$ cat src/rtl/cpu_pkg.sv
// -----------------------------------------------------------------------------
// cpu_pkg
// Shared types and constants for the multi-cycle CPU sequencer.
//   state_t   : sequencer state encoding (also exported on state_o for debug)
//   strobes_t : decoder strobes captured during DECODE
//   TIMEOUT_DEFAULT : default wait-state limit before a FAULT
//   is_illegal() : flags mutually exclusive strobe combinations
// -----------------------------------------------------------------------------
package cpu_pkg;

    localparam int unsigned TIMEOUT_DEFAULT = 255;

    typedef enum logic [2:0] {
        ST_IDLE   = 3'd0,
        ST_FETCH  = 3'd1,
        ST_DECODE = 3'd2,
        ST_MEM    = 3'd3,
        ST_IO     = 3'd4,
        ST_WB     = 3'd5,
        ST_HALT   = 3'd6,
        ST_FAULT  = 3'd7
    } state_t;

    typedef struct packed {
        logic we;
        logic st_pc;
        logic store_flags;
        logic ram_ld;
        logic ram_st;
        logic io_r;
        logic io_w;
        logic halt;
    } strobes_t;

    // An instruction may touch at most one of RAM-read, RAM-write, IO-read,
    // IO-write; anything else is an illegal encoding.
    function automatic logic is_illegal(input strobes_t s);
        return (s.ram_ld & s.ram_st)
             | ((s.ram_ld | s.ram_st) & (s.io_r | s.io_w))
             | (s.io_r & s.io_w);
    endfunction

endpackage

$ cat src/rtl/wait_timer.sv
// -----------------------------------------------------------------------------
// wait_timer
// Counts stalled cycles of a wait state and flags the cycle on which the
// stall limit is reached.
// Ports:
//   clk, rst_n  : clock, asynchronous active-low reset
//   i_clr       : clear the count (state is not waiting, or the access ends)
//   i_en        : this cycle is a stalled wait cycle
//   o_expired   : this stalled cycle is the TIMEOUT-th one
// -----------------------------------------------------------------------------
module wait_timer
    import cpu_pkg::*;
#(
    parameter int unsigned TIMEOUT = TIMEOUT_DEFAULT,
    parameter int unsigned TO_W    = 8
) (
    input  logic clk,
    input  logic rst_n,
    input  logic i_clr,
    input  logic i_en,
    output logic o_expired
);

    logic [TO_W-1:0] r_cnt;

    // r_cnt holds the number of stalled cycles already seen, so the current
    // stalled cycle is number r_cnt+1.
    assign o_expired = i_en && (r_cnt == TO_W'(TIMEOUT - 1));

    always_ff @(posedge clk or negedge rst_n) begin
        if (!rst_n) begin
            r_cnt <= '0;
        end else if (i_clr) begin
            r_cnt <= '0;
        end else if (i_en) begin
            r_cnt <= r_cnt + 1'b1;
        end
    end

endmodule

$ cat src/rtl/cpu_sequencer.sv
// -----------------------------------------------------------------------------
// cpu_sequencer
// Multi-cycle sequencer for the 8-bit datapath: FETCH -> DECODE ->
// [MEM | IO] -> WB, sharing one memory port between fetch and data access.
// Ports:
//   clk, rst_n            : clock, asynchronous active-low reset
//   run                   : permit leaving IDLE / continuing after WB
//   dec_*                 : combinational decoder strobes, valid in DECODE
//   mem_ready, io_ack     : access completion from memory / IO device
//   mem_req/mem_we/addr_sel : memory port control (addr_sel 0=PC, 1=data)
//   ir_load               : latch fetched word (FETCH & mem_ready)
//   io_req/io_we          : IO port control
//   rf_we/flags_en/pc_en/pc_load : writeback pulses
//   halted/fault          : sticky status, cleared only by reset
//   state_o               : current state for debug
//   retired               : retired-instruction count, wraps
// Handshake: a request (mem_req or io_req) rises on entry to its state and
// stays high and stable until the cycle in which mem_ready / io_ack is seen
// high; that cycle completes the access and the state advances on its edge.
// -----------------------------------------------------------------------------
module cpu_sequencer
    import cpu_pkg::*;
#(
    parameter int unsigned TIMEOUT = TIMEOUT_DEFAULT,
    parameter int unsigned TO_W    = 8,
    parameter int unsigned CNT_W   = 16
) (
    input  logic             clk,
    input  logic             rst_n,
    input  logic             run,
    input  logic             dec_we,
    input  logic             dec_st_pc,
    input  logic             dec_store_flags,
    input  logic             dec_ram_ld,
    input  logic             dec_ram_st,
    input  logic             dec_io_r,
    input  logic             dec_io_w,
    input  logic             dec_halt,
    input  logic             mem_ready,
    input  logic             io_ack,
    output logic             mem_req,
    output logic             mem_we,
    output logic             addr_sel,
    output logic             ir_load,
    output logic             io_req,
    output logic             io_we,
    output logic             rf_we,
    output logic             flags_en,
    output logic             pc_en,
    output logic             pc_load,
    output logic             halted,
    output logic             fault,
    output logic [2:0]       state_o,
    output logic [CNT_W-1:0] retired
);

    state_t           r_state;
    strobes_t         r_strb;
    logic [CNT_W-1:0] r_retired;
    logic             r_mem_req, r_mem_we, r_addr_sel;
    logic             r_io_req, r_io_we;
    logic             r_rf_we, r_flags_en, r_pc_en, r_pc_load;
    logic             r_halted, r_fault;

    state_t           w_state_nxt;
    strobes_t         w_dec;
    strobes_t         w_strb_nxt;
    logic             w_waiting;
    logic             w_done;
    logic             w_expired;

    assign w_dec = '{we: dec_we, st_pc: dec_st_pc, store_flags: dec_store_flags,
                     ram_ld: dec_ram_ld, ram_st: dec_ram_st,
                     io_r: dec_io_r, io_w: dec_io_w, halt: dec_halt};

    // Strobes are captured only on the DECODE edge and held for MEM/IO/WB.
    assign w_strb_nxt = (r_state == ST_DECODE) ? w_dec : r_strb;

    assign w_waiting = (r_state == ST_FETCH) || (r_state == ST_MEM) || (r_state == ST_IO);
    assign w_done    = (((r_state == ST_FETCH) || (r_state == ST_MEM)) && mem_ready)
                     || ((r_state == ST_IO) && io_ack);

    // Clearing whenever not stalled means every entry to a wait state
    // starts from zero; completion on the limit cycle suppresses expiry.
    wait_timer #(
        .TIMEOUT (TIMEOUT),
        .TO_W    (TO_W)
    ) u_wait_timer (
        .clk       (clk),
        .rst_n     (rst_n),
        .i_clr     (!w_waiting || w_done),
        .i_en      (w_waiting && !w_done),
        .o_expired (w_expired)
    );

    always_comb begin
        w_state_nxt = r_state;
        case (r_state)
            ST_IDLE:   if (run) w_state_nxt = ST_FETCH;
            ST_FETCH: begin
                if (mem_ready)      w_state_nxt = ST_DECODE;
                else if (w_expired) w_state_nxt = ST_FAULT;
            end
            ST_DECODE: begin
                if (w_dec.halt)                       w_state_nxt = ST_HALT;
                else if (is_illegal(w_dec))           w_state_nxt = ST_FAULT;
                else if (w_dec.ram_ld | w_dec.ram_st) w_state_nxt = ST_MEM;
                else if (w_dec.io_r | w_dec.io_w)     w_state_nxt = ST_IO;
                else                                  w_state_nxt = ST_WB;
            end
            ST_MEM: begin
                if (mem_ready)      w_state_nxt = ST_WB;
                else if (w_expired) w_state_nxt = ST_FAULT;
            end
            ST_IO: begin
                if (io_ack)         w_state_nxt = ST_WB;
                else if (w_expired) w_state_nxt = ST_FAULT;
            end
            ST_WB:     w_state_nxt = run ? ST_FETCH : ST_IDLE;
            ST_HALT:   w_state_nxt = ST_HALT;
            ST_FAULT:  w_state_nxt = ST_FAULT;
            default:   w_state_nxt = ST_FAULT;
        endcase
    end

    // Outputs are registered from the next state and next strobes, so each
    // is a Moore decode of the state it is visible in.
    always_ff @(posedge clk or negedge rst_n) begin
        if (!rst_n) begin
            r_state    <= ST_IDLE;
            r_strb     <= '0;
            r_retired  <= '0;
            r_mem_req  <= 1'b0;
            r_mem_we   <= 1'b0;
            r_addr_sel <= 1'b0;
            r_io_req   <= 1'b0;
            r_io_we    <= 1'b0;
            r_rf_we    <= 1'b0;
            r_flags_en <= 1'b0;
            r_pc_en    <= 1'b0;
            r_pc_load  <= 1'b0;
            r_halted   <= 1'b0;
            r_fault    <= 1'b0;
        end else begin
            r_state    <= w_state_nxt;
            r_strb     <= w_strb_nxt;
            if (r_state == ST_WB) r_retired <= r_retired + 1'b1;
            r_mem_req  <= (w_state_nxt == ST_FETCH)
                       || ((w_state_nxt == ST_MEM) && (w_strb_nxt.ram_ld | w_strb_nxt.ram_st));
            r_mem_we   <= (w_state_nxt == ST_MEM) && w_strb_nxt.ram_st;
            r_addr_sel <= (w_state_nxt == ST_MEM);
            r_io_req   <= (w_state_nxt == ST_IO) && (w_strb_nxt.io_r | w_strb_nxt.io_w);
            r_io_we    <= (w_state_nxt == ST_IO) && w_strb_nxt.io_w;
            r_rf_we    <= (w_state_nxt == ST_WB) && w_strb_nxt.we;
            r_flags_en <= (w_state_nxt == ST_WB) && w_strb_nxt.store_flags;
            r_pc_en    <= (w_state_nxt == ST_WB);
            r_pc_load  <= (w_state_nxt == ST_WB) && w_strb_nxt.st_pc;
            r_halted   <= (w_state_nxt == ST_HALT) && w_strb_nxt.halt;
            r_fault    <= (w_state_nxt == ST_FAULT);
        end
    end

    assign mem_req  = r_mem_req;
    assign mem_we   = r_mem_we;
    assign addr_sel = r_addr_sel;
    assign ir_load  = (r_state == ST_FETCH) && r_mem_req && mem_ready;
    assign io_req   = r_io_req;
    assign io_we    = r_io_we;
    assign rf_we    = r_rf_we;
    assign flags_en = r_flags_en;
    assign pc_en    = r_pc_en;
    assign pc_load  = r_pc_load;
    assign halted   = r_halted;
    assign fault    = r_fault;
    assign state_o  = r_state;
    assign retired  = r_retired;

endmodule
$ cat config.mk
export PLATFORM = sky130hd
export DESIGN_NAME = cpu_sequencer
export DESIGN_NICKNAME = d
export VERILOG_FILES = /design/src/rtl/cpu_pkg.sv /design/src/rtl/wait_timer.sv /design/src/rtl/cpu_sequencer.sv
export SDC_FILE = /design/constraint.sdc
export NUM_CORES = 1
export LEC_CHECK = 0
export ABC_AREA = 1
export CORE_MARGIN = 2
export CORE_UTILIZATION = 54
export DETAILED_ROUTE_END_ITERATION = 7
export GPL_TIMING_DRIVEN = 0
export PLACE_DENSITY_LB_ADDON = 0.3
export SYNTH_ARGS = -nofsm -noshare
export SYNTH_HDL_FRONTEND = slang
export SYNTH_SLANG_ARGS = --single-unit
export TNS_END_PERCENT = 20
$ cat constraint.sdc
create_clock -name clk -period 4.4 [get_ports clk]
set_input_delay 0.88 -clock clk [delete_from_list [all_inputs] [get_ports clk]]
set_output_delay 0.88 -clock clk [all_outputs]
set_load 0.02 [all_outputs]
; ---- Word level (Yosys, flattened, before mapping)
; Cells that the tools add are included.
[totals]
out_inout_bits = 31
reg_bits = 46
inputBits = 13
[classes]
n_addsub = 2
n_reduce_logical = 23
bitwise_logic = 9
muxes = 14
eq_ne = 14
[op_table]
columns = operator, n
row1 = $eq A3 B3 Y1 const B, 8
row2 = $mux W3, 8
row3 = $mux W8, 3
row4 = $pmux W3 S8, 1
row5 = $add A16 B1 Y16 const B, 1
row6 = $logic_and A1 B1 Y1, 14
row7 = $eq A3 B2 Y1 const B, 3
row8 = $add A8 B1 Y8 const B, 1
row9 = $eq A8 B8 Y1 const B, 1
row10 = $eq A3 B1 Y1 const B, 2
row11 = $or A1 B1 Y1, 6
row12 = $logic_or A1 B1 Y1, 5
row13 = $and A1 B1 Y1, 3
row14 = $logic_not A3 Y1, 1
row15 = $logic_not A1 Y1, 2
row16 = $mux W1, 2
row17 = $reduce_bool A2 Y1, 1

; ---- Logic depth before layout (Yosys ltp)
; Gate-level depths: netlist of run 1.
[logic_depth]
depth_word = 13
mapped_depth = 12
depth_no_buf = 12

; ---- Hierarchy
; A second synthesis of run 1 with hierarchy kept.
[hier_totals]
hier_cells = 273
hier_area_um2 = 2353.5
[by_module_without_submodules]
columns = mod, seq_area_each_um2, instances, cells_per_inst, area_per_inst_um2
row1 = cpu_sequencer, 950.9, 1, 209, 1879.3
row2 = wait_timer, 200.2, 1, 64, 474.2

; ---- Worst setup path before layout of run 1
; OpenSTA, ideal clock, no wires.
[synth_timing]
path_type = input port to output port
start = in mem_ready
end = out ir_load
required_ps = 3520
cell_stages = 3
n_path_buf = 0
setup_slack_ps = 2298
arrival_ps = 1222
path_cell_list = inv_1 > nor2_1 > and3_2
[synth_via]
elab_chain_cells = 1
[synth_lines]
columns = element, line_no
row1 = from (decl), cpu_sequencer.sv:39  ; input logic mem_ready,
row2 = $logic_and A1 B1 Y1, cpu_sequencer.sv:166  ; assign ir_load = (r_state == ST_FETCH) && r_mem_req && mem_ready;
row3 = to (decl), cpu_sequencer.sv:44  ; output logic ir_load,
; No other way between the ends.

; ---- Worst setup path after layout of run 1
; Same ends and word-level chain as after synthesis.

==> results.md, run 1 <==
- Outcome: finished, final reports clean
- Largest net degree at the start of global routing: 32
- Drt pass-1 iters: 4
- Worst-path cell chain: clkdlybuf4s50_1 > inv_1 > nor2_1 > and3_2 > clkdlybuf4s50_1
- Gr ovfl total: 0
- Max clock buf depth: 2
- Reg2reg start: state_o[2]$_DFF_PN0_
- Worst Hold Path EP: retired[15]$_DFFE_PN0N_
- Syn Area/Cell: 8.88 um2
- CTS tree: yes
- Leakage: 1.43 nW
- Worst vdd ir: 0.219 mV
- Register bit count reported by yosys: 46
- Syn Nets: 264
- Arr. time, crit path: 2.40 ns
- Share of post-route cells with drive strength above 1: 0.113
- Initial Util: 0.555
- Core Rows: 23
- Final Critical Period: 3.28 ns
- Syn Inst Count: 248
- Post-synth EDFFs: 0
- Final hold vios: 0
- Top_reg_cell synth: dfrtp_1
- Max H-tree Level: 2
- Die height: 67.9 um
- DP Worst Slack: 1.14 ns
- Max stage delay cell, worst path: clkdlybuf4s50_1
- GRT Resource Usage Total: 0.202
- Clock skew: 0.00546 ns
- Final worst slack: 1.12 ns
- Yosys warns: 0
- Synth unique cells: 34
- Worst Tran Pin Value: 0.599 ns
- Fmax: 0.305 GHz
- Hold path depth: 1
- Max_cap viols: 0
- # clock sinks: 46
- Crit Reg-Reg Endpoint: mem_req$_DFF_PN0_
- Hold_buf cts: 0
- Post-DRT Antenna Nets: 0
- Routability Congestion: 0.861
- Routed WL per cell: 12.1 um
- Total Routed Length: 4.25 mm
- Ports: 44
- ANT cells: 0
- Setup Crit Path Kind: primary input to primary output
- Clock latency on the worst-skew pair: 0.29 ns
- Biggest area consumer among synthesized cells: dfrtp_1
- Setup Buffers After CTS: 0
- Die width: 67.9 um
- Vias per std cell: 4.93
- Ys async rst share: 1.00
- CTS clk-pin slew, worst paths: 0.08 ns
- Gates resized, CTS repair: 0
- CP max FO: 3
- Synthesized area: 0.00220 mm2
- Initial antenna violation count: 0
- Final Max Tran Viols: 0
- Final TNS setup: 0 ns
- Port Buf Inserts: 43
- Slew headroom: 0.597
- Crit. End Element: primary output
- Sequential share of the synthesized area: 0.523
- Nets: 315
- P&R area growth vs syn: 28.0%
- Ranking of synthesized cells by area: dfrtp_1, nand2_1, inv_1
- 1st-iter DRT viols: 73
- Most frequent CP cell: clkdlybuf4s50_1
- Post-DP HPWL: 3.31 mm
- Final Setup Violations: 0
- CP peak stage delay: 0.60 ns
- First-pass GRT wire length: 7.03 mm
- Drc violations: 0
- Inserted Clock Buffers: 5
- Final worst-path cycle share: 0.745
- CP Launch Type: primary input
- Yosys top cell area share: 0.523
- R2r setup slk: 2.73 ns
- Crit path required time: 3.52 ns
- Hold_sp: retired[15]$_DFFE_PN0N_
- Vias post-DR: 1,724
- Root buffer cell: clkbuf_8
- Pwr Density: 267 mW/mm2
- Vias in the first global route: 1,644
- R2R cell count: 8
- Hold Slack: 0.465 ns
- Worst Hold Class: register to register
- RSZ-0062 raised after global routing: no
- Core ar.: 0.00397 mm2
- Die ar.: 0.00460 mm2
## synth_stat cells, types with 4 or more instances
cell type  number
a21oi_1         6
dfrtp_1        46
inv_1          33
nand2_1        53
nand3_1        10
nor2_1         33
o21ai_0        10
or2_2           4
xnor2_1         8
xor2_1          7
## sequential cells by signal, indices dropped and copies added (netlist names), 3 cells and up
register,flops
u_wait_timer.r_cnt,8
retired,16
r_strb,8
state_o,3
## cell families (layout without fill, tap and decap cells)
logic type / count (synthesis) / after routing / synth area share
simple gates: 121 / 121 / 0.267
flops: 46 / 46 / 0.523
buf+inv: 38 / 90 / 0.0687
compound gates: 25 / 25 / 0.0648
xor+xnor: 15 / 15 / 0.0597
fa+ha+maj: 3 / 3 / 0.0170
## cell usage in the layout (no fill, tap or decap), types with 2 or more instances in the layout
master            n
nand3_1          10
clkbuf_8          5
dfrtp_1          46
nand4_1           3
nor3_1            3
inv_1            33
nor2_4            2
o21ai_0          10
clkinv_2          2
xor2_1            7
nor3_4            2
a21oi_1           6
nor2_1           33
o31ai_1           2
xnor2_1           8
inv_2             3
clkdlybuf4s50_1  42
ha_1              3
or2_2             4
nand2_1          53
nand2_2           3
o21ai_1           2
buf_2             2
## final cells by class
class	instances	area, um2
fillers	332	1150
repair buffers	44	445
inverters	36	135
plain buffers	2	16.3
flip-flops and latches	46	1150
well taps	50	62.6
clock inverters	3	40.0
multi-input cells	164	900
clock buffers	5	68.8
## power breakdown
part | total, mW | internal [mW] | switching (mW)
logic | 0.0265 | 0.0124 | 0.0141
registers | 0.422 | 0.422 | 0
clock network | 0.303 | 0.167 | 0.136
total | 0.752 | 0.602 | 0.150
## through the flow
stage	utilization	instance area [um2]	instances	total power, mW
finish	0.710	2820	350	0.752
global route	0.710	2820	350	0.777
CTS	0.710	2820	350	0.758
detailed placement	0.682	2710	342	0.458
global placement	0.679	2700	341	0.456
floorplan	-	2200	248	0.435
## per-layer routing
layer	track usage	routed length (um)	up-vias
met4	0.0700	50	0
met5	0	0	-
met3	0.0378	163	7
met2	0.339	2150	41
met1	0.262	1880	797
li1	-	-	879
## how the worst max path moves through the flow
stage	from	to	slack [ns]	cells past startpoint
global placement	mem_ready	ir_load	1.19	5
CTS	mem_ready	ir_load	1.14	5
global route	mem_ready	ir_load	1.10	5
floorplan	mem_ready	ir_load	2.30	3
detailed placement	mem_ready	ir_load	1.14	5
finish	mem_ready	ir_load	1.12	5
## critical path, delay by kind of cell
kind	cells	cell delay [ns]
buffers and inverters	3	1.18
AND/OR/NAND/NOR	2	0.34
Note: power is estimated with default switching activity, not from simulation.
==> inputs of run 2 (changes only) <==
--- a/config.mk
+++ b/config.mk
@@ -7,7 +7,7 @@
 export LEC_CHECK = 0
 export ABC_AREA = 1
 export CORE_MARGIN = 2
-export CORE_UTILIZATION = 54
+export CORE_UTILIZATION = 51
 export DETAILED_ROUTE_END_ITERATION = 7
 export GPL_TIMING_DRIVEN = 0
 export PLACE_DENSITY_LB_ADDON = 0.3
==> constraint.sdc (replaced) <==
create_clock -name clk -period 3.4 [get_ports clk]
set_input_delay 0.68 -clock clk [delete_from_list [all_inputs] [get_ports clk]]
set_output_delay 0.68 -clock clk [all_outputs]
set_load 0.02 [all_outputs]
==> run 2 against run 1 <==
  * Final area decreased by 0.58%
  * Die area increased by 5.5%
  * Clock power increased by 13%
  * Wire length decreased by 3.6%
  * Sequential power increased by 30%
  * Power increased by 23%
  * Sequential cell count unchanged
  * Non-clock buffer count unchanged
  * Highest routed layer unchanged
==> results.md, run 2 (synthesis results as in run 1) <==
- Outcome: finished, final reports clean
- Routability Congestion: 0.816
- Share of post-route cells with drive strength above 1: 0.113
- Slew headroom: 0.634
- Commonest cells after routing, fill and taps aside: nand2_1, dfrtp_1, clkdlybuf4s50_1, inv_1, nor2_1
- Nets: 315
- 1st-iter DRT viols: 105
- Worst Tran Pin Value: 0.544 ns
- Final hold vios: 0
- Largest net degree at the start of global routing: 36
- Root buffer cell: clkbuf_8
- Largest register FFs: 16
- CTS tree: yes
- Initial Util: 0.539
- Setup Crit Path Kind: primary input to primary output
- First-pass GRT wire length: 7.41 mm
- Final core utilization: 0.686
- Max_cap viols: 0
- Die ar.: 0.00486 mm2
- Most common cell after layout, fill and taps aside: nand2_1
- Worst vdd ir: 0.272 mV
- Post-DRT Antenna Nets: 0
- Initial antenna violation count: 0
- ANT cells: 0
- Max H-tree Level: 2
- P&R area growth vs syn: 27.3%
- CP Launch Type: primary input
- Die width: 69.7 um
- Gates resized, CTS repair: 0
- Ports: 44
- Vias per std cell: 4.95
- Leakage: 1.42 nW
- Vias post-DR: 1,733
- Inserted Clock Buffers: 5
- Crit. End Element: primary output
- Port Buf Inserts: 43
- Drt pass-1 iters: 4
- CP max FO: 3
- Clock latency on the worst-skew pair: 0.31 ns
- Hold_buf cts: 0
- Vias in the first global route: 1,663
- Drc violations: 0
- Final Setup Violations: 0
- Core Rows: 23
- Die height: 69.7 um
- Gr ovfl total: 0
- Worst Hold Class: primary input to asynchronous set/reset pin
- Total Routed Length: 4.09 mm
- Final worst-path cycle share: 0.826
- # clock sinks: 46
- Routed WL per cell: 11.7 um
- Arr. time, crit path: 2.13 ns
- CTS clk-pin slew, worst paths: 0.09 ns
- Clock skew: 0.00999 ns
- GRT Resource Usage Total: 0.191
- Final Max Tran Viols: 0
- Fmax: 0.356 GHz
- Crit path required time: 2.72 ns
- Final TNS setup: 0 ns
- Max clock buf depth: 2
- Setup Buffers After CTS: 0
- Final Critical Period: 2.81 ns
- RSZ-0062 raised after global routing: no
- Post-DP HPWL: 3.14 mm
- Pwr Density: 329 mW/mm2
- Core ar.: 0.00409 mm2
==> run 2: worst max-delay path, stage by stage <==
cell,delay (ns)
clkdlybuf4s50_1,0.51
inv_1,0.05
nor2_1,0.10
and3_2,0.19
clkdlybuf4s50_1,0.60
==> run 2: power by group <==
part / internal, mW / switching, mW / total [mW]
Combinational: 0.0160 / 0.0172 / 0.0332
Sequential: 0.547 / 0 / 0.547
Clock: 0.147 / 0.195 / 0.342
==> run 2: metal layers <==
layer	vias to the layer above	GRT usage	wire length, um
li1	879	-	-
met1	802	0.242	1870
met2	45	0.316	1960
met3	7	0.0494	186
met4	0	0.0705	68
met5	-	0	0
==> run 2: per-stage QoR <==
stage	instances	setup WS (ns)	total power [mW]	instance area, um2	hold slack (ns)
after floorplan	248	1.70	0.563	2200	0.384
after global placement	341	0.446	0.589	2700	0.456
after detailed placement	342	0.589	0.592	2710	0.466
after CTS	350	0.591	0.934	2800	0.245
after global routing	350	0.505	0.963	2800	0.246
final	350	0.593	0.922	2800	0.236
==> run 2: layout make-up <==
| type | count | area [um2] |
|---|---|---|
| fill | 330 | 1280 |
| sequential | 46 | 1150 |
| multi-input combinational | 164 | 900 |
| timing repair buffer | 44 | 445 |
| inverter | 36 | 135 |
| clock buffer | 5 | 68.8 |
| tap | 50 | 62.6 |
| clock inverter | 3 | 23.8 |
| buffer | 2 | 16.3 |
==> run 2: worst paths after layout <==
check / start / to / slack, ns / cells past startpoint
min reg2reg: retired[15]$_DFFE_PN0N_ / retired[15]$_DFFE_PN0N_ / 0.48 / 1
max in group asynchronous: rst_n / r_strb[4]$_DFF_PN0_ / 2.69 / 2
max reg2reg: state_o[2]$_DFF_PN0_ / io_req$_DFF_PN0_ / 1.76 / 10
min in group clk: retired[15]$_DFFE_PN0N_ / retired[15]$_DFFE_PN0N_ / 0.48 / 1
min: rst_n / retired[3]$_DFFE_PN0N_ / 0.24 / 1
max: mem_ready / ir_load / 0.59 / 5
==> inputs of run 3 (changes only) <==
--- a/config.mk
+++ b/config.mk
@@ -7,7 +7,7 @@
 export LEC_CHECK = 0
 export ABC_AREA = 1
 export CORE_MARGIN = 2
-export CORE_UTILIZATION = 51
+export CORE_UTILIZATION = 46
 export DETAILED_ROUTE_END_ITERATION = 7
 export GPL_TIMING_DRIVEN = 0
 export PLACE_DENSITY_LB_ADDON = 0.3
==> constraint.sdc (replaced) <==
create_clock -name clk -period 2.5 [get_ports clk]
set_input_delay 0.5 -clock clk [delete_from_list [all_inputs] [get_ports clk]]
set_output_delay 0.5 -clock clk [all_outputs]
set_load 0.02 [all_outputs]
==> run 3 against run 2 <==
  * Non-clock buffer count unchanged
  * Clock skew is 0.0049 ns lower
  * Final area increased by 0.85%
==> results.md, run 3 (synthesis results as in run 1) <==
- Final Max Tran Viols: 0
- RSZ-0062 raised after global routing: no
- Die width: 73.2 um
- Share of post-route cells with drive strength above 1: 0.113
- Ports: 44
- Final Critical Period: 2.08 ns
- Routability Congestion: 0.853
- Critical Path End: ir_load
- Core Rows: 25
- First-pass GRT wire length: 7.60 mm
- Vias post-DR: 1,722
- Drc violations: 0
- Fmax: 0.482 GHz
- Max clock buf depth: 2
- Root buffer cell: clkbuf_8
- Total power: 1.33 mW
- CP max FO: 3
- ANT cells: 0
- Final hold vios: 0
- Vias in the first global route: 1,698
- Port Buf Inserts: 43
- Hold_buf cts: 0
- # clock sinks: 46
- Inserted Clock Buffers: 5
- Total Routed Length: 4.32 mm
- Slew headroom: 0.603
- Final worst slack: 0.424 ns
- Critical path origin: mem_ready
- Hold Slack: 0.125 ns
- Worst Hold Class: primary input to asynchronous set/reset pin
- Nets: 315
- Largest net degree at the start of global routing: 29
- Arr. time, crit path: 1.58 ns
- Pwr Density: 471 mW/mm2
- Final instance area: 0.00283 mm2
- Leakage: 1.45 nW
- Post-route insts no fill: 354
- Outcome: finished, final reports clean
- Routed WL per cell: 12.2 um
- Final worst-path cycle share: 0.830
- P&R area growth vs syn: 28.4%
- Post-DRT Antenna Nets: 0
- Worst-path cell chain: clkdlybuf4s50_1 > inv_1 > nor2_1 > and3_2 > dlymetal6s2s_1
- Inst Count DP: 346
- Fillers: 408
- Die height: 73.2 um
- Reg2reg start: state_o[1]$_DFF_PN0_
- Worst Tran Pin Value: 0.590 ns
- Cell Area, Placed: 0.00272 mm2
- Commonest cells after routing, fill and taps aside: nand2_1, dfrtp_1, clkdlybuf4s50_1, inv_1, nor2_1
- Gates resized, CTS repair: 0
- Crit. End Element: primary output
- R2R cell count: 7
- CP Launch Type: primary input
- Drt pass-1 iters: 4
- Most common cell after layout, fill and taps aside: nand2_1
- Post-DP HPWL: 3.30 mm
- 1st-iter DRT viols: 84
- Largest register FFs: 16
- Crit path required time: 2.00 ns
- Gr ovfl total: 0
- CP peak stage delay: 0.52 ns
- Max H-tree Level: 2
- Core ar.: 0.00466 mm2
- Final Setup Violations: 0
- R2r setup slk: 0.76 ns
- GRT Resource Usage Total: 0.187
- Final core utilization: 0.606
- CTS tree: yes
- DP Worst Slack: 0.0484 ns
- Max_cap viols: 0
- Worst vdd ir: 0.344 mV
- Vias per std cell: 4.86
- Setup Crit Path Kind: primary input to primary output
- Initial Util: 0.472
- Clock latency on the worst-skew pair: 0.30 ns
- Final TNS setup: 0 ns
- Crit Reg-Reg Endpoint: fault$_DFF_PN0_
- Max stage delay cell, worst path: clkdlybuf4s50_1
- Clock skew: 0.00513 ns
- Setup Buffers After CTS: 0
- Initial antenna violation count: 0
- CTS clk-pin slew, worst paths: 0.08 ns
- Die ar.: 0.00536 mm2
## run 3: changes by cell type in the layout (fill, tap and decap cells not counted)
cell and change:
inv_6 -1, bufinv_16 +1, clkinv_2 +2, dlymetal6s2s_1 +1
clkinvlp_4 -2, clkdlybuf4s50_1 -1
## run 3: report_power, final
group / switching (mW) / total (mW) / internal [mW]
Combinational: 0.0242 / 0.0459 / 0.0217
Clock: 0.249 / 0.543 / 0.294
Sequential: 0 / 0.743 / 0.743
## run 3: final cells by class
class / count / area (um2) / share of cell area
inverter: 36 / 135 / 0.0478
timing repair buffer: 44 / 448 / 0.158
tap: 54 / 67.6 / 0.0239
clock inverter: 3 / 40.0 / 0.0142
buffer: 2 / 16.3 / 0.00575
sequential: 46 / 1150 / 0.407
clock buffer: 5 / 68.8 / 0.0243
multi-input combinational: 164 / 900 / 0.318
## run 3: how the worst min path moves through the flow
stage	start	end	slack, ns
after detailed placement	r_strb[4]$_DFF_PN0_	r_strb[4]$_DFF_PN0_	0.46
final	rst_n	retired[7]$_DFFE_PN0N_	0.13
after global routing	rst_n	retired[7]$_DFFE_PN0N_	0.15
after CTS	rst_n	retired[7]$_DFFE_PN0N_	0.14
after global placement	retired[15]$_DFFE_PN0N_	retired[15]$_DFFE_PN0N_	0.46
after floorplan	rst_n	addr_sel$_DFF_PN0_	0.20
## run 3: worst max-delay path, delay by kind of cell
kind          cells  cell delay (ns)
buf+inv           3             0.79
simple gates      2             0.28
## run 3: layer usage
| layer | GRT usage | share of wire |
|---|---|---|
| met2 | 0.294 | 0.48 |
| met4 | 0.0823 | 0.024 |
| met1 | 0.243 | 0.44 |
| met5 | 0 | 0 |
| met3 | 0.0497 | 0.052 |
